==> config.mk <==
export PLATFORM = sky130hd
export DESIGN_NAME = vid_ctrl_regs
export DESIGN_NICKNAME = d
export VERILOG_FILES = /design/src/rtl/vid_ctrl_pkg.sv /design/src/rtl/vid_ctrl_vs_sync.sv /design/src/rtl/vid_ctrl_regs.sv
export SDC_FILE = /design/constraint.sdc
export NUM_CORES = 1
export LEC_CHECK = 0
export ABC_AREA = 1
export ABC_CLOCK_PERIOD_IN_PS = 20400
export CORE_UTILIZATION = 56
export DETAILED_ROUTE_END_ITERATION = 10
export PLACE_DENSITY = 0.79
export RECOVER_POWER = 100
export SYNTH_ARGS = -nofsm -noshare
export SYNTH_HDL_FRONTEND = slang
export SYNTH_HIERARCHICAL = 1
export SYNTH_SLANG_ARGS = --single-unit
==> constraint.sdc <==
create_clock -name io_ahb_PCLK -period 20.4 [get_ports io_ahb_PCLK]
set_input_delay 4.08 -clock io_ahb_PCLK [delete_from_list [all_inputs] [get_ports io_ahb_PCLK]]
set_output_delay 4.08 -clock io_ahb_PCLK [all_outputs]
set_load 0.1 [all_outputs]
==> src/rtl/vid_ctrl_pkg.sv <==
// ---------------------------------------------------------------------------
// vid_ctrl_pkg
// Shared constants for the video control register bank: register word
// offsets, per-channel field layout, the ID word and the control bit indices.
// Imported by vid_ctrl_regs and vid_ctrl_vs_sync.
// ---------------------------------------------------------------------------
package vid_ctrl_pkg;

    // Global register word addresses
    localparam int REG_ID       = 0;
    localparam int REG_IRQ_EN   = 1;
    localparam int REG_IRQ_STAT = 2;

    // Per-channel block: base word address and stride between channels
    localparam int CH_BASE   = 4;
    localparam int CH_STRIDE = 4;

    // Field offset inside a channel block
    typedef enum logic [1:0] {
        FLD_CR    = 2'd0,
        FLD_START = 2'd1,
        FLD_END   = 2'd2,
        FLD_STAT  = 2'd3
    } chField_e;

    // ID register fields
    localparam logic [7:0] ID_MAGIC   = 8'hD5;
    localparam logic [7:0] ID_VERSION = 8'h02;

    // CR write bit requesting an immediate commit, and STAT pending flag bit
    localparam int IMM_BIT  = 31;
    localparam int PEND_BIT = 31;

    function automatic logic [31:0] idWord(input int numCh);
        return {ID_MAGIC, ID_VERSION, 8'(numCh), 8'h00};
    endfunction

endpackage

==> src/rtl/vid_ctrl_vs_sync.sv <==
// ---------------------------------------------------------------------------
// vid_ctrl_vs_sync
// Per-channel vsync handling: 2-flop synchroniser, rising-edge detect and a
// wrapping frame counter. With VID_CTRL_WDOG_EN defined it also carries a
// saturating watchdog that flags a missing vsync while the channel is active.
//
// Ports:
//   clock_i    register clock
//   reset_i    asynchronous active-high reset
//   vs_i       raw vsync, asynchronous to clock_i
//   active_i   active CR bit0 of this channel (watchdog enable)
//   edge_o     one-cycle pulse on a synchronised vsync rising edge
//   fcnt_o     frame count
//   wdogHit_o  one-cycle pulse when the watchdog reaches all-ones
// ---------------------------------------------------------------------------
module vid_ctrl_vs_sync #(
    parameter int FCNT_W = 16,
    parameter int WDOG_W = 24
) (
    input  logic              clock_i,
    input  logic              reset_i,
    input  logic              vs_i,
    input  logic              active_i,
    output logic              edge_o,
    output logic [FCNT_W-1:0] fcnt_o,
    output logic              wdogHit_o
);

    localparam logic [FCNT_W-1:0] FCNT_ONE = FCNT_W'(1);

    logic [1:0]        sync_q, sync_d;
    logic              prev_q, prev_d;
    logic [FCNT_W-1:0] fcnt_q, fcnt_d;

    // Edge is formed from the second synchroniser stage and the edge flop,
    // so its effect lands on the third clock edge after vs_i is first seen.
    always_comb begin
        sync_d = {sync_q[0], vs_i};
        prev_d = sync_q[1];
        edge_o = sync_q[1] & ~prev_q;
        fcnt_d = edge_o ? fcnt_q + FCNT_ONE : fcnt_q;
    end

    always_ff @(posedge clock_i or posedge reset_i) begin
        if (reset_i) begin
            sync_q <= '0;
            prev_q <= 1'b0;
            fcnt_q <= '0;
        end else begin
            sync_q <= sync_d;
            prev_q <= prev_d;
            fcnt_q <= fcnt_d;
        end
    end

    assign fcnt_o = fcnt_q;

`ifdef VID_CTRL_WDOG_EN
    localparam logic [WDOG_W-1:0] WDOG_MAX = '1;
    localparam logic [WDOG_W-1:0] WDOG_ONE = WDOG_W'(1);

    logic [WDOG_W-1:0] wdog_q, wdog_d;

    // Counts frames-worth of cycles while active; sticks at all-ones until
    // the next vsync edge (or deactivation) clears it.
    always_comb begin
        wdog_d = wdog_q;
        if (edge_o || !active_i) begin
            wdog_d = '0;
        end else if (wdog_q != WDOG_MAX) begin
            wdog_d = wdog_q + WDOG_ONE;
        end
    end

    assign wdogHit_o = active_i & ~edge_o & (wdog_q == WDOG_MAX - WDOG_ONE);

    always_ff @(posedge clock_i or posedge reset_i) begin
        if (reset_i) begin
            wdog_q <= '0;
        end else begin
            wdog_q <= wdog_d;
        end
    end
`else
    logic unusedWdog;
    assign unusedWdog = active_i ^ (WDOG_W > 0);
    assign wdogHit_o  = 1'b0;
`endif

endmodule

==> src/rtl/vid_ctrl_regs.sv <==
// ---------------------------------------------------------------------------
// vid_ctrl_regs
// APB register bank with frame-synchronous shadow registers for NUM_CH video
// channels. Software writes pending CR/START/END copies; they move to the
// active outputs on the channel's next vsync edge, or on the cycle after a CR
// write with bit31 set. Also provides frame counters, W1C interrupt status
// with enables, and PSLVERROR on unmapped or read-only accesses.
// Optional watchdog per channel: define VID_CTRL_WDOG_EN.
//
// Ports:
//   io_ahb_PCLK / io_ahb_PRESET   clock, asynchronous active-high reset
//   io_ahb_P*                     APB slave (word addressed, no wait states)
//   vid_vs                        per-channel vsync, asynchronous
//   ch_cr / ch_start / ch_end     active words, channel c at [32c+31:32c]
//   irq                           registered |(IRQ_STAT & IRQ_EN)
// ---------------------------------------------------------------------------
module vid_ctrl_regs
    import vid_ctrl_pkg::*;
#(
    parameter int NUM_CH = 2,
    parameter int ADDR_W = 6,
    parameter int FCNT_W = 16,
    parameter int WDOG_W = 24
) (
    input  logic                  io_ahb_PCLK,
    input  logic                  io_ahb_PRESET,
    input  logic [ADDR_W-1:0]     io_ahb_PADDR,
    input  logic                  io_ahb_PSEL,
    input  logic                  io_ahb_PENABLE,
    input  logic                  io_ahb_PWRITE,
    input  logic [31:0]           io_ahb_PWDATA,
    output logic [31:0]           io_ahb_PRDATA,
    output logic                  io_ahb_PREADY,
    output logic                  io_ahb_PSLVERROR,
    input  logic [NUM_CH-1:0]     vid_vs,
    output logic [32*NUM_CH-1:0]  ch_cr,
    output logic [32*NUM_CH-1:0]  ch_start,
    output logic [32*NUM_CH-1:0]  ch_end,
    output logic                  irq
);

    localparam logic [31:0] STAT_MASK = 32'((64'd1 << (3 * NUM_CH)) - 64'd1);

    logic [31:0]       crPend_q[NUM_CH], startPend_q[NUM_CH], endPend_q[NUM_CH];
    logic [31:0]       crPend_d[NUM_CH], startPend_d[NUM_CH], endPend_d[NUM_CH];
    logic [31:0]       crAct_q[NUM_CH], startAct_q[NUM_CH], endAct_q[NUM_CH];
    logic [31:0]       crAct_d[NUM_CH], startAct_d[NUM_CH], endAct_d[NUM_CH];
    logic [NUM_CH-1:0] pend_q, pend_d, imm_q, imm_d;
    logic [31:0]       irqEn_q, irqEn_d, irqStat_q, irqStat_d, prdata_q, prdata_d;
    logic              irq_q, irq_d;

    logic [NUM_CH-1:0] vsEdge, wdogHit;
    logic [FCNT_W-1:0] fcnt[NUM_CH];

    logic [31:0]       addrWide;
    logic [ADDR_W-1:0] chOff;
    logic [ADDR_W-3:0] chSel;
    chField_e          fld;
    logic              isId, isEn, isStat, isCh, isUnmapped, isRo;
    logic              wrOk, setupRd;
    logic [NUM_CH-1:0] chHit;
    logic [31:0]       rdData, statSet, w1cMask, statWord;

    for (genvar c = 0; c < NUM_CH; c++) begin : gCh
        vid_ctrl_vs_sync #(
            .FCNT_W (FCNT_W),
            .WDOG_W (WDOG_W)
        ) uVsSync (
            .clock_i   (io_ahb_PCLK),
            .reset_i   (io_ahb_PRESET),
            .vs_i      (vid_vs[c]),
            .active_i  (crAct_q[c][0]),
            .edge_o    (vsEdge[c]),
            .fcnt_o    (fcnt[c]),
            .wdogHit_o (wdogHit[c])
        );
        assign ch_cr[32*c +: 32]    = crAct_q[c];
        assign ch_start[32*c +: 32] = startAct_q[c];
        assign ch_end[32*c +: 32]   = endAct_q[c];
    end

    // Address decode. The channel window is checked in 32-bit arithmetic so
    // a map that exactly fills the address space does not wrap.
    always_comb begin
        addrWide   = 32'(io_ahb_PADDR);
        chOff      = io_ahb_PADDR - ADDR_W'(CH_BASE);
        chSel      = chOff[ADDR_W-1:2];
        fld        = chField_e'(chOff[1:0]);
        isId       = (addrWide == 32'(REG_ID));
        isEn       = (addrWide == 32'(REG_IRQ_EN));
        isStat     = (addrWide == 32'(REG_IRQ_STAT));
        isCh       = (addrWide >= 32'(CH_BASE)) &&
                     (addrWide <  32'(CH_BASE + CH_STRIDE * NUM_CH));
        chHit      = '0;
        for (int c = 0; c < NUM_CH; c++) begin
            chHit[c] = isCh && (chSel == (ADDR_W-2)'(c));
        end
        isUnmapped = ~(isId | isEn | isStat | isCh);
        isRo       = isId | (isCh && (fld == FLD_STAT));
        io_ahb_PSLVERROR = io_ahb_PSEL & io_ahb_PENABLE &
                           (isUnmapped | (io_ahb_PWRITE & isRo));
        wrOk       = io_ahb_PSEL & io_ahb_PENABLE & io_ahb_PWRITE & ~isUnmapped & ~isRo;
        setupRd    = io_ahb_PSEL & ~io_ahb_PENABLE & ~io_ahb_PWRITE;
    end

    // Read mux: RW channel registers return the pending copy; unmapped
    // addresses return 0 so an errored read leaves PRDATA cleared.
    always_comb begin
        rdData   = '0;
        statWord = '0;
        if (isId)   rdData = idWord(NUM_CH);
        if (isEn)   rdData = irqEn_q;
        if (isStat) rdData = irqStat_q;
        for (int c = 0; c < NUM_CH; c++) begin
            if (chHit[c]) begin
                statWord               = '0;
                statWord[FCNT_W-1:0]   = fcnt[c];
                statWord[PEND_BIT]     = pend_q[c];
                case (fld)
                    FLD_CR:    rdData = crPend_q[c];
                    FLD_START: rdData = startPend_q[c];
                    FLD_END:   rdData = endPend_q[c];
                    default:   rdData = statWord;
                endcase
            end
        end
    end

    // Next-state for the register bank. A commit (vsync with pending data,
    // or the cycle after an immediate CR write) copies the pre-write pending
    // values; a write landing in the same cycle re-arms pending without
    // counting as an overrun. Hardware status sets win over W1C clears.
    always_comb begin
        crPend_d    = crPend_q;
        startPend_d = startPend_q;
        endPend_d   = endPend_q;
        crAct_d     = crAct_q;
        startAct_d  = startAct_q;
        endAct_d    = endAct_q;
        pend_d      = pend_q;
        imm_d       = '0;
        irqEn_d     = irqEn_q;
        statSet     = '0;
        w1cMask     = '0;
        if (wrOk && isEn)   irqEn_d = io_ahb_PWDATA;
        if (wrOk && isStat) w1cMask = io_ahb_PWDATA;
        for (int c = 0; c < NUM_CH; c++) begin
            if ((vsEdge[c] && pend_q[c]) || imm_q[c]) begin
                crAct_d[c]    = crPend_q[c];
                startAct_d[c] = startPend_q[c];
                endAct_d[c]   = endPend_q[c];
                pend_d[c]     = 1'b0;
                statSet[c]    = 1'b1;
            end
            if (wrOk && chHit[c]) begin
                if (pend_q[c] && !((vsEdge[c] && pend_q[c]) || imm_q[c])) begin
                    statSet[NUM_CH + c] = 1'b1;
                end
                pend_d[c] = 1'b1;
                case (fld)
                    FLD_CR: begin
                        crPend_d[c]          = io_ahb_PWDATA;
                        crPend_d[c][IMM_BIT] = 1'b0;
                        imm_d[c]             = io_ahb_PWDATA[IMM_BIT];
                    end
                    FLD_START: startPend_d[c] = io_ahb_PWDATA;
                    default:   endPend_d[c]   = io_ahb_PWDATA;
                endcase
            end
            if (wdogHit[c]) statSet[2*NUM_CH + c] = 1'b1;
        end
        irqStat_d = ((irqStat_q & ~w1cMask) | statSet) & STAT_MASK;
        prdata_d  = setupRd ? rdData : prdata_q;
        irq_d     = |(irqStat_q & irqEn_q);
    end

    // State registers
    always_ff @(posedge io_ahb_PCLK or posedge io_ahb_PRESET) begin
        if (io_ahb_PRESET) begin
            for (int c = 0; c < NUM_CH; c++) begin
                crPend_q[c]    <= '0;
                startPend_q[c] <= '0;
                endPend_q[c]   <= '0;
                crAct_q[c]     <= '0;
                startAct_q[c]  <= '0;
                endAct_q[c]    <= '0;
            end
            pend_q    <= '0;
            imm_q     <= '0;
            irqEn_q   <= '0;
            irqStat_q <= '0;
            prdata_q  <= '0;
            irq_q     <= 1'b0;
        end else begin
            crPend_q    <= crPend_d;
            startPend_q <= startPend_d;
            endPend_q   <= endPend_d;
            crAct_q     <= crAct_d;
            startAct_q  <= startAct_d;
            endAct_q    <= endAct_d;
            pend_q      <= pend_d;
            imm_q       <= imm_d;
            irqEn_q     <= irqEn_d;
            irqStat_q   <= irqStat_d;
            prdata_q    <= prdata_d;
            irq_q       <= irq_d;
        end
    end

    assign io_ahb_PRDATA = prdata_q;
    assign io_ahb_PREADY = 1'b1;
    assign irq           = irq_q;

endmodule
# == Word level (Yosys, flattened, before mapping) ==
# Index checks and enable logic that the tools add are counted.
# classes
bitwise_logic,26
add_sub_neg,3
muxes,21
n_eq_ne,6
reduce_logical,29
n_lt_le_gt_ge,2
# op_table
cell,count
32-bit case mux with 3 select lines,2
32-bit 2-to-1 mux,5
16-bit by 1-bit adder with 16-bit output (second input constant),2
6-bit by 32-bit AND with 32-bit output,1
32-bit OR reduction,1
1-bit 2-to-1 mux,13
1-bit logical AND,12
2-bit AND reduction,6
1-bit AND,10
1-bit NOT,7
6-bit AND,1
6-bit by 1-bit equality test with 1-bit output (second input constant),1
6-bit by 2-bit equality test with 1-bit output (second input constant),1
6-bit by 3-bit >= comparator with 1-bit output (second input constant),1
6-bit logical NOT,1
6-bit by 4-bit < comparator with 1-bit output (second input constant),1
6-bit 2-to-1 mux,1
6-bit NOT,1
6-bit by 4-bit OR with 6-bit output,1
6-bit by 3-bit subtractor with 6-bit output (second input constant),1
1-bit OR,5
2-bit equality test (second input constant),2
4-bit by 1-bit equality test with 1-bit output (second input constant),1
4-bit logical NOT,1
6 further kinds,9
# word_totals
out_inout_bits,227
in_bits,45
wordCells,112
register_bits,493

# == Logic depth before layout (Yosys ltp) ==
# depth
word_depth,11
mapped_depth,12
mapped_depth_nobuf,10

# == Modules after synthesis ==
# The synthesis kept the hierarchy.
# by_module_without_submodules
mod,n_inst,cells_per_inst,seq_area_each_um2,area_each_um2
vid_ctrl_regs,1,2463,11385.9,19927.9
vid_ctrl_vs_sync,2,104,475.5,933.4

# == Least setup slack after synthesis ==
# No wires, ideal clock.
# synth_path
kind,input to output
startpoint,input port io_ahb_PADDR[1]
endpoint,output port io_ahb_PSLVERROR
setup_slack_ns,10.355
t_required_ns,16.320
arrival_time_ns,5.965
path_buffers,1
cell_stages,8
cell_sequence,buf_4 -> inv_2 -> nor2_4 -> inv_2 -> nor2_2 -> nor2_1 -> a21oi_1 -> nor2_1
# synth_between
elab_chain_len,7
word_cells_on_any_way,17
classes_between,add/sub (1); order compare (2); eq/ne (3); bitwise (8); reduce/logical (3)
# synth_lines
element,line,text
from (decl),vid_ctrl_regs.sv:27,"input logic [ADDR_W-1:0] io_ahb_PADDR,"
6-bit by 3-bit subtractor with 6-bit output (tied with other cells),vid_ctrl_regs.sv:86,chOff = io_ahb_PADDR - ADDR_W'(CH_BASE);
2-bit equality test (tied with other cells),vid_ctrl_regs.sv:99,isRo = isId | (isCh && (fld == FLD_STAT));
1-bit logical AND or 1-bit OR (tied branches),"vid_ctrl_regs.sv:99, vid_ctrl_regs.sv:98",
1-bit OR (on tied branches),"vid_ctrl_regs.sv:99, vid_ctrl_regs.sv:98",
1-bit AND or 1-bit NOT (tied branches),"vid_ctrl_regs.sv:101, vid_ctrl_regs.sv:98",
1-bit OR *,vid_ctrl_regs.sv:101,(isUnmapped | (io_ahb_PWRITE & isRo));
1-bit AND *,vid_ctrl_regs.sv:100,io_ahb_PSLVERROR = io_ahb_PSEL & io_ahb_PENABLE &
to (decl),vid_ctrl_regs.sv:34,"output logic io_ahb_PSLVERROR,"
# Every way passes the cells marked *; elsewhere a longest branch is shown, timed or not.

# == Final worst setup path ==
# layout_path
startpoint,input port io_ahb_PADDR[0]
endpoint,register irqEn_q[31]
# layout_between
elab_chain_len,7
word_cells_on_any_way,17
classes_between,add/sub (1); order compare (2); eq/ne (3); bitwise (7); reduce/logical (4)
# layout_lines
element,line,text
6-bit by 3-bit subtractor with 6-bit output (tied with other cells),vid_ctrl_regs.sv:86,
2-bit equality test (tied with other cells),vid_ctrl_regs.sv:99,
1-bit logical AND or 1-bit OR (tied branches),"vid_ctrl_regs.sv:99, vid_ctrl_regs.sv:98",
1-bit OR (on tied branches),"vid_ctrl_regs.sv:99, vid_ctrl_regs.sv:98",
1-bit NOT or 1-bit AND (tied branches),vid_ctrl_regs.sv:102,wrOk = io_ahb_PSEL & io_ahb_PENABLE & io_ahb_PWRITE & ~isUnmapped & ~isRo;
1-bit AND,vid_ctrl_regs.sv:102,
1-bit logical AND *,vid_ctrl_regs.sv:145,if (wrOk && isEn) irqEn_d = io_ahb_PWDATA;
to (signal assigned),vid_ctrl_regs.sv:203,irqEn_q <= irqEn_d;
to (decl),vid_ctrl_regs.sv:49,"logic [31:0] irqEn_q, irqEn_d, irqStat_q, irqStat_d, prdata_q, prdata_d;"
# Marks and branches as above.
# A chain may end at the register's enable or synchronous reset.

==> flow_metrics.tcl <==
set metrics [dict create \
    max_slew.worst_pin.slew_ns 5.162 \
    synth_top_area_share_pct 56.60 \
    htreeDepth 2 \
    clkTransAtPathRegs_ns 0.06 \
    end_kind "register" \
    drt_iter0_markers 1883 \
    grt-ovfl-total 0 \
    cts_resized 0 \
    max_cap_violations 15 \
    clk_latency_ns 0.59 \
    critPathRequiredTime_ns 20.85 \
    synth_top_area_cell "dfrtp_1" \
    yosys_warnings 6 \
    critPathLaunchType "input port" \
    critical_path.top_delay_family "buffers and inverters" \
    place_congestion 0.8744 \
    synthTopCellsByArea "dfrtp_1 57%, nand2_1 24%, nand4_1 6.6%, nand3_1 2.7%, clkbuf_1 1.8%" \
    peakVddDrop_mv 0.06080 \
    viasPerCell 5.734 \
    die_h_microns 199.3 \
    layout_commonest_cell "nand2_1" \
    clock_sink_count 493 \
    critical_path_class "in2reg" \
    die_area_sq_um 39710 \
    cts-buffers-inserted 50 \
    place_area_sq_um 24550 \
    port_buffers 268 \
    slowest_delay_ns 3.31 \
    min_path_type "reg2reg" \
    vias 19426 \
    fin_tns_setup_ns 0 \
    grt_max_degree 185 \
    cts_hold_buf 0 \
    fmax_mhz 71.73 \
    dieWidth_microns 199.3 \
    hpwl_microns 41230 \
    syn_area_per_cell_sq_um 8.160 \
    crit_chain "dlygate4sd3_1, clkbuf_1, nand2_1, inv_1, nand4_1, nand3_1, nor2_1, clkbuf_1, nand2_1, o21ai_0" \
    netlist_area_sq_um 21790 \
    critPathSlowestCell "clkbuf_1" \
    finish.instance_area_sq_um 26230 \
    async_reset_ff_share_pct 100.0 \
    layout_common_cells "1426 x nand2_1, 493 x dfrtp_1, 229 x nand4_1" \
    final_nets 2883 \
    crit_fanout 106 \
    syn_inst 2671 \
    multi_input_area_sq_um 8398 \
    wl_microns 63980 \
    synth-main-ff-cell "dfrtp_1" \
    post-cts-setup-buffers 0 \
    clock_path_buffers 3 \
    drt-pass1-iter-count 6 \
    register_area_sq_um 12340 \
    synth_cell_type_count 30 \
    drc_errors 0 \
    n_fill_cell 3089 \
    p_leak_nw 14.36 \
    final-hold-violation-count 0 \
    violations "capacitance limit, slew limit" \
    grt_pass1_vias 18948 \
    core-area_sq_um 38020 \
    power_density_nw_per_um2 87.08 \
    wl_per_cell_microns 18.89 \
    synth-seq-cells 493 \
    rsz0062_at_grt "false" \
    io_pins 272 \
    layout_min_cycle_time_ns 13.94 \
    cp_num_buf_inv 4 \
    cts_tree "built" \
    status "finished with violations" \
    grt_pass1_wl_microns 101700 \
    yosysSeqAreaShare_pct 56.60 \
    area_delta_synth_final_pct 20.36 \
    arrival_ns 14.39 \
    grt_usage_pct 33.13 \
    drtAntennaViolNets 0 \
    antenna_found_initial 1 \
    fin_skew_ns 0.01839 \
    root_buffer "clkbuf_16" \
    rows 71 \
    final_max_slew_viol_count 1032 \
    relSlewSlack_pct -246.0 \
    fin_crit_sh_pct 68.34 \
    synth-edff-count 0 \
    setup_viol 0 \
    start_util_pct 57.32 \
    drive_gt1_share_pct 4.452 \
]
flip-flops by register name, summed over array words and instances, names as in the netlist:
signal / flops
crPend_q: 62
imm_q: 2
ch_start: 64
endPend_q: 64
io_ahb_PRDATA: 32
gCh.uVsSync/prev_q: 2
irqStat_q: 6
gCh.uVsSync/fcnt_o: 32
pend_q: 2
gCh.uVsSync/sync_q: 4
startPend_q: 64
ch_cr: 62
irqEn_q: 32
ch_end: 64
irq: 1
worst register-to-register path: stages, from the launching register on:
cell and delay, ns:
dfrtp_1 0.36, inv_1 0.05, nand2_1 0.18, inv_1 0.19, nand2_1 0.07, inv_1 0.05, nor2_1 0.06, inv_2 0.04
clkbuf_1 2.91, nand2_1 0.54, nand2_1 0.23
per-stage QoR:
stage	hold WS (ns)	total power [mW]	instances	util, %	worst slack [ns]
final	0.3725	2.284	3388	68.99	6.460
after global routing	0.3731	2.351	3386	68.98	5.656
after CTS	0.3751	2.302	3386	69.32	8.640
after detailed placement	0.3362	1.307	3295	64.58	8.642
after global placement	0.3345	1.301	3295	64.58	8.714
after floorplan	0.3312	1.229	2672	-	3.636
final timing paths:
| kind | cells past startpoint | from | end | slack [ns] |
|---|---|---|---|---|
| max | 10 | io_ahb_PADDR[0] | irqEn_q[31]$_DFFE_PP0P_ | 6.46 |
| max in group asynchronous | 4 | io_ahb_PRESET | ch_cr[54]$_DFFE_PP0P_ | 8.64 |
| max reg2reg | 10 | gCh[0].uVsSync/prev_q$_DFF_PP0_ | ch_cr[12]$_DFFE_PP0P_ | 15.63 |
| min reg2reg | 0 | gCh[0].uVsSync/sync_q[0]$_DFF_PP0_ | gCh[0].uVsSync/sync_q[1]$_DFF_PP0_ | 0.37 |
| min | 0 | gCh[0].uVsSync/sync_q[0]$_DFF_PP0_ | gCh[0].uVsSync/sync_q[1]$_DFF_PP0_ | 0.37 |
| min in group asynchronous | 2 | io_ahb_PRESET | gCh[0].uVsSync/prev_q$_DFF_PP0_ | 4.22 |
power by group:
| part | total (mW) | internal (mW) | switching (mW) |
|---|---|---|---|
| logic | 0.247 | 0.0496 | 0.197 |
| registers | 1.04 | 1.01 | 0.0292 |
| clock network | 1.00 | 0.617 | 0.384 |
| total | 2.28 | 1.67 | 0.610 |
Yosys cell counts (all sizes together), types with 6 or more instances:
master	number
o211ai	9
nand3	118
a21oi	7
buf	74
xor2	18
inv	52
clkbuf	110
o21ai	28
nand4	229
dfrtp	493
nand2	1435
nor2	59
o21a	15
nor3	6
area by class of cell:
cell class                      count  area share, %
Clock buffer                       69          5.466
Inverter                           55         0.7966
Tap cell                          511          2.437
Multi-Input combinational cell   1940          32.02
Clock inverter                     22          1.407
Sequential cell                   493          47.03
Timing Repair Buffer              296          10.83
Antenna cell                        2        0.01908
kinds of logic after synthesis:
| group | after synthesis | share of synthesized area (%) |
|---|---|---|
| AO/OA/AOI/OAI | 60 | 1.671 |
| XOR/XNOR | 22 | 0.8841 |
| adder cells (fa/ha/maj) | 2 | 0.1148 |
| buffers and inverters | 239 | 4.782 |
| flip-flops | 493 | 56.60 |
| other | 4 | 0.06887 |
| AND/OR/NAND/NOR | 1851 | 35.87 |
per-layer routing:
layer	vias up	part of all wire, %	GRT usage [%]
li1	8903	-	-
met1	9474	40	43.56
met2	859	48	53.05
met3	190	6.7	4.489
met4	0	5.5	19.00
met5	-	0	0
No activity file was read; power rests on OpenSTA's default activity.
